## src/rtl/sensor_front_end_if.sv

```systemverilog
// Bus between the sensor front end and its environment.
// The environment drives the strobe, raw inputs and fault clear; the block returns the conditioned levels.
interface sensor_front_end_if #(
    parameter int NUM_CH = 3
);
    logic              tick;
    logic [NUM_CH-1:0] sensor_raw;
    logic              clear_fault;
    logic [NUM_CH-1:0] sensor_level;
    logic [NUM_CH-1:0] sensor_pulse;
    logic [NUM_CH-1:0] stuck_fault;
    logic              fault_any;

    modport master (
        output tick, sensor_raw, clear_fault,
        input  sensor_level, sensor_pulse, stuck_fault, fault_any
    );

    modport slave (
        input  tick, sensor_raw, clear_fault,
        output sensor_level, sensor_pulse, stuck_fault, fault_any
    );
endinterface

```

## src/rtl/sensor_front_end.sv

```systemverilog
// Per-channel synchronizer, tick-based debouncer, rising-edge pulse and stuck-high detector
// for the raw stress-sensor inputs; all timing is counted in 1 kHz tick strobes.
module sensor_front_end #(
    parameter int NUM_CH         = 3,
    parameter int DEBOUNCE_TICKS = 20,
    parameter int STUCK_TICKS    = 5000
) (
    input  logic                clk,
    input  logic                reset,
    sensor_front_end_if.slave   bus
);
    localparam int DB_W = $clog2(DEBOUNCE_TICKS + 1);
    localparam int ST_W = $clog2(STUCK_TICKS + 1);
    localparam logic [DB_W-1:0] DB_LAST = DB_W'(DEBOUNCE_TICKS - 1);
    localparam logic [ST_W-1:0] ST_MAX  = ST_W'(STUCK_TICKS);

    logic [NUM_CH-1:0] sync_meta_r;
    logic [NUM_CH-1:0] sync_r;
    logic [NUM_CH-1:0] level_r;
    logic [NUM_CH-1:0] level_d_r;
    logic [NUM_CH-1:0] pulse_r;
    logic [NUM_CH-1:0] fault_r;
    logic [DB_W-1:0]   db_cnt_r [NUM_CH];
    logic [ST_W-1:0]   st_cnt_r [NUM_CH];

    logic [NUM_CH-1:0] level_nxt_s;
    logic [NUM_CH-1:0] fault_nxt_s;
    logic [DB_W-1:0]   db_cnt_nxt_s [NUM_CH];
    logic [ST_W-1:0]   st_cnt_nxt_s [NUM_CH];

    // Debounce: level follows sync only after DEBOUNCE_TICKS consecutive disagreeing ticks.
    always_comb begin
        level_nxt_s = level_r;
        for (int i = 0; i < NUM_CH; i++) begin
            db_cnt_nxt_s[i] = db_cnt_r[i];
            if (bus.tick) begin
                if (sync_r[i] == level_r[i]) begin
                    db_cnt_nxt_s[i] = {DB_W{1'b0}};
                end else if (db_cnt_r[i] == DB_LAST) begin
                    level_nxt_s[i]  = sync_r[i];
                    db_cnt_nxt_s[i] = {DB_W{1'b0}};
                end else begin
                    db_cnt_nxt_s[i] = db_cnt_r[i] + DB_W'(1);
                end
            end else begin
                db_cnt_nxt_s[i] = db_cnt_r[i];
            end
        end
    end

    // Stuck-high detection; a clear or a falling level resets the count and drops the fault in the same update.
    always_comb begin
        fault_nxt_s = fault_r;
        for (int i = 0; i < NUM_CH; i++) begin
            st_cnt_nxt_s[i] = st_cnt_r[i];
            if (bus.clear_fault) begin
                st_cnt_nxt_s[i] = {ST_W{1'b0}};
                fault_nxt_s[i]  = 1'b0;
            end else if (!level_nxt_s[i]) begin
                st_cnt_nxt_s[i] = {ST_W{1'b0}};
                fault_nxt_s[i]  = 1'b0;
            end else begin
                fault_nxt_s[i] = fault_r[i] | (st_cnt_r[i] == ST_MAX);
                if (bus.tick && level_r[i] && (st_cnt_r[i] != ST_MAX)) begin
                    st_cnt_nxt_s[i] = st_cnt_r[i] + ST_W'(1);
                end else begin
                    st_cnt_nxt_s[i] = st_cnt_r[i];
                end
            end
        end
    end

    // State and output registers; reset aborts any pending debounce or stuck count.
    always_ff @(posedge clk or posedge reset) begin
        if (reset) begin
            sync_meta_r <= {NUM_CH{1'b0}};
            sync_r      <= {NUM_CH{1'b0}};
            level_r     <= {NUM_CH{1'b0}};
            level_d_r   <= {NUM_CH{1'b0}};
            pulse_r     <= {NUM_CH{1'b0}};
            fault_r     <= {NUM_CH{1'b0}};
            for (int i = 0; i < NUM_CH; i++) begin
                db_cnt_r[i] <= {DB_W{1'b0}};
                st_cnt_r[i] <= {ST_W{1'b0}};
            end
        end else begin
            sync_meta_r <= bus.sensor_raw;
            sync_r      <= sync_meta_r;
            level_r     <= level_nxt_s;
            level_d_r   <= level_r;
            // Pulse is registered from the already-registered level, so it trails the level rise by one clk.
            pulse_r     <= level_r & ~level_d_r;
            fault_r     <= fault_nxt_s;
            for (int i = 0; i < NUM_CH; i++) begin
                db_cnt_r[i] <= db_cnt_nxt_s[i];
                st_cnt_r[i] <= st_cnt_nxt_s[i];
            end
        end
    end

    assign bus.sensor_level = level_r;
    assign bus.sensor_pulse = pulse_r;
    assign bus.stuck_fault  = fault_r;
    assign bus.fault_any    = |fault_r;

endmodule

```

## src/flat_wrapper.sv

```systemverilog
// flat-port wrapper written by rule: the top's interface ports become plain ports
module sensor_front_end_flat 
#(
    parameter int NUM_CH         = 3,
    parameter int DEBOUNCE_TICKS = 20,
    parameter int STUCK_TICKS    = 5000
)
  (clk, reset, bus_tick, bus_sensor_raw, bus_clear_fault, bus_sensor_level, bus_sensor_pulse, bus_stuck_fault, bus_fault_any);
  sensor_front_end_if #(.NUM_CH(NUM_CH)) bus_i ();
  input  logic clk;
  input  logic reset;
  input wire logic [$bits(bus_i.tick)-1:0] bus_tick;
  input wire logic [$bits(bus_i.sensor_raw)-1:0] bus_sensor_raw;
  input wire logic [$bits(bus_i.clear_fault)-1:0] bus_clear_fault;
  output wire logic [$bits(bus_i.sensor_level)-1:0] bus_sensor_level;
  output wire logic [$bits(bus_i.sensor_pulse)-1:0] bus_sensor_pulse;
  output wire logic [$bits(bus_i.stuck_fault)-1:0] bus_stuck_fault;
  output wire logic [$bits(bus_i.fault_any)-1:0] bus_fault_any;
  assign bus_i.tick = bus_tick;
  assign bus_i.sensor_raw = bus_sensor_raw;
  assign bus_i.clear_fault = bus_clear_fault;
  assign bus_sensor_level = bus_i.sensor_level;
  assign bus_sensor_pulse = bus_i.sensor_pulse;
  assign bus_stuck_fault = bus_i.stuck_fault;
  assign bus_fault_any = bus_i.fault_any;
  sensor_front_end #(.NUM_CH(NUM_CH), .DEBOUNCE_TICKS(DEBOUNCE_TICKS), .STUCK_TICKS(STUCK_TICKS)) u_core (.clk(clk), .reset(reset), .bus(bus_i));
endmodule
```

## config.mk

```make
export PLATFORM = sky130hd
export DESIGN_NAME = sensor_front_end_flat
export DESIGN_NICKNAME = d
export VERILOG_FILES = /design/src/rtl/sensor_front_end_if.sv /design/src/rtl/sensor_front_end.sv /design/src/flat_wrapper.sv
export SDC_FILE = /design/constraint.sdc
export NUM_CORES = 1
export LEC_CHECK = 0
export CORE_UTILIZATION = 55
export CTS_CLUSTER_DIAMETER = 60
export DETAILED_ROUTE_END_ITERATION = 10
export HOLD_SLACK_MARGIN = 0.15
export PLACE_DENSITY = 0.74
export SETUP_SLACK_MARGIN = 0.5
export SYNTH_ARGS = -nofsm -noshare
export SYNTH_HDL_FRONTEND = slang
export SYNTH_SLANG_ARGS = --single-unit
```

## constraint.sdc

```tcl
create_clock -name clk -period 2.4 [get_ports clk]
set_clock_uncertainty 0.15 [all_clocks]
set_input_delay 0.24 -clock clk [delete_from_list [all_inputs] [get_ports clk]]
set_output_delay 0.24 -clock clk [all_outputs]
set_load 0.01 [all_outputs]
```

==> impl_metrics.toml <==
[run_status]
outcome = "finished clean"

[hold_path]
hp-class = "input port to flop"
holdPathStages = 1

[placed_design]
dpl_cell_area_um2 = 3810
io_buffer_count = 16
hpwl_um = 4590
gp_congestion = 0.858

[detailed_routing]
drt_iter0_markers = 150
met1Wirelength_um = 3370
remaining_drc_errors = 0
avgRoutedWirePerCell_um = 15.3
dr_wl_met3_um = 185
dr.pass1.iters = 4
wl_um = 7140
detail-route-antenna-nets = 0
drt-vias-per-instance = 5.71
wl_met2_um = 3430
dr.max_layer_used = "met4"
vias = 2667

[clock_network]
cts_sinks = 72
clkTransAtPathRegs_ns = 0.07
htreeDepth = 3
cts-root-buf = "clkbuf_8"
cts_made_buffers = 9
cts_buffer_depth = 2
clk_latency_ns = 0.33
cts_tree = "done"

[die]
die_area_um2 = 6700
initial_core_util_pct = 58.2
die_y_um = 81.8
ios = 17
die-width_um = 81.8
core_um2 = 6030
num_rows = 28

[timing]
finalSetupTns_ns = 0
slew_headroom_pct = 71.7
finalCriticalPeriod_ns = 2.10
post-route-period-util_pct = 87.5
grt_setup_unrepaired = "true"
setup_viol = 0
fmax_mhz = 476
tightest_slew_ns = 0.421
drv_slew = 0
hold_violations = 0

[finish]
num_antenna_cells = 0
fin_util_pct = 69.6
final_area_um2 = 4190
final_cell_mix = "70 x dfrtp_1, 44 x nor2_1, 25 x xnor2_1, 22 x nand2_1, 19 x buf_4"
nNetsFinal = 403
area_growth_pct = 19.6
n_fill_cell = 445
ff_latch_area_um2 = 1800
multi_input_area_um2 = 1700
layout-drive-gt1-share_pct = 14.8
layout_commonest_cell = "dfrtp_1"

[global_route]
grt_pass1_vias = 2617
grt-ovfl-total = 0
grt_max_degree = 58
grt.total_usage_pct = 23.7
grt_first_pass_wirelength_um = 11900
antenna_found_initial = 0

[synth]
yosys_warnings = 0
ys_async_sr_fraction_pct = 100
syn-cell-area_um2 = 3500
synth_area_per_cell_um2 = 10.0
syn_nets = 365
synth_top_area_share_pct = 51.4
netlist_instances = 349
synthFlopType = "dfrtp_1"
synth-seq-area-share_pct = 51.4
yosys.area.top_type = "dfrtp_1"
synth.distinct_cells = 49
yosys_register_bits = 72
synth-edff-count = 0
synth_area_leaders = "dfrtp_1 51%, xnor2_1 6.2%, nor2_1 4.8%"

[critical_path]
cp.arrival_ns = 2.19
cp_slowest_stage_delay_ns = 0.46
worstSetupPathType = "flop to flop"
cp_max_fo = 7
crit_path_end_kind = "flop"
r2r_cells = 8
cp_slowest_cell = "or4b_4"
crit_required_ns = 2.49
crit_top_cell = "buf_4"
cp-start-kind = "flop"
crit_chain = "inv_2, ha_1, or4b_4, buf_4, nor4_4, buf_4, o21ai_1, a21oi_1"

[pwr]
leakagePower_nw = 1.68
total_power_mw = 2.62
irDropWorstVdd_uv = 568
power.density_nw_per_um2 = 626

[run]
max_cap_violations = 0
## per-stage QoR
| stage | std cells | setup WS (ns) | hold slack (ns) |
|---|---|---|---|
| detailed placement | 438 | 0.191 | 0.186 |
| CTS | 462 | 0.319 | 0.178 |
| global placement | 438 | 0.283 | 0.183 |
| floorplan | 349 | 0.337 | 0.121 |
| finish | 467 | 0.299 | 0.192 |
| global route | 467 | 0.242 | 0.183 |
## final cells by class
cell class                      instances  area share (%)
Multi-Input combinational cell        251            40.6
Inverter                               16            1.52
Timing Repair Buffer                   37            7.91
Tap cell                               75            2.24
Sequential cell                        72            43.0
Clock inverter                          3           0.955
Clock buffer                           13            3.79
## flip-flops by register name (all words and copies together), names as in the netlist
name and flops:
u_core.level_d_r 3, u_core.bus.stuck_fault 3, u_core.sync_meta_r 3, u_core.bus.sensor_pulse 3, u_core.bus.sensor_level 3, u_core.st_cnt_r 39
u_core.sync_r 3, u_core.db_cnt_r 15
## kinds of logic (layout without fill, tap and decap cells)
group	Yosys count	in the layout	share of synthesized area, %
compound gates	40	40	7.07
xor+xnor	38	38	9.50
fa+ha+maj	9	9	3.21
buf+inv	26	69	3.03
flops	72	72	51.4
mux	1	1	0.286
simple gates	163	163	25.5
## where the power goes
part | leakage (nW) | internal (mW) | switching, mW
sequential | 0.980 | 1.29 | 0.0800
combinational | 0.598 | 0.145 | 0.144
clock | 0.103 | 0.535 | 0.432
total | 1.68 | 1.97 | 0.656
## worst max-delay path: cells and delay by family (launching register included)
family | cells | cell delay [ns]
simple gates | 2 | 0.65
fa+ha+maj | 1 | 0.13
flops | 1 | 0.40
compound gates | 2 | 0.27
buf+inv | 3 | 0.40
## what timing repair did
action | 4_1_cts | 5_1_grt
endpoints found under the setup margin | 32 | 38
hold endpoints to repair | 15 | 0
pin swaps | 3 | 4
gates resized for setup | 6 | 13
hold buffers | 1 | 0
setup buffers | 7 | 5
## layer usage
| layer | vias up | GRT usage (%) |
|---|---|---|
| met2 | 46 | 38.3 |
| met3 | 14 | 3.44 |
| met1 | 1316 | 31.4 |
| met4 | 0 | 11.6 |
| met5 | - | 0 |
| li1 | 1291 | - |
## path summary, 6_finish.rpt
kind,start,endpoint,slack (ns)
worst max register to register,u_core.st_cnt_r[13],u_core.st_cnt_r[13],0.30
worst max-delay path,u_core.st_cnt_r[13],u_core.st_cnt_r[13],0.30
worst min register to register,u_core.sync_meta_r[1],u_core.sync_r[1],0.20
worst min-delay path,bus_sensor_raw[2],u_core.sync_meta_r[2],0.19
max in group asynchronous,reset,u_core.bus.sensor_level[0],0.82
min in group asynchronous,reset,u_core.st_cnt_r[19],0.66
## Yosys cell counts, drive strengths merged, types with 3 or more instances
library cell and number:
dfrtp 72, nor2 45, xnor2 25, nand2 23, nand3 17, inv 16, nand4 15, a21oi 13
xor2 13, o21ai 12, nor3 11, nor4 11, ha 9, or3 8, and3 6, buf 5
clkbuf 5, or2 4, and4 3, nand2b 3, nor2b 3, nor4bb 3, o22ai 3, or3b 3
or4 3
Note: power is estimated with default switching activity, not from simulation.
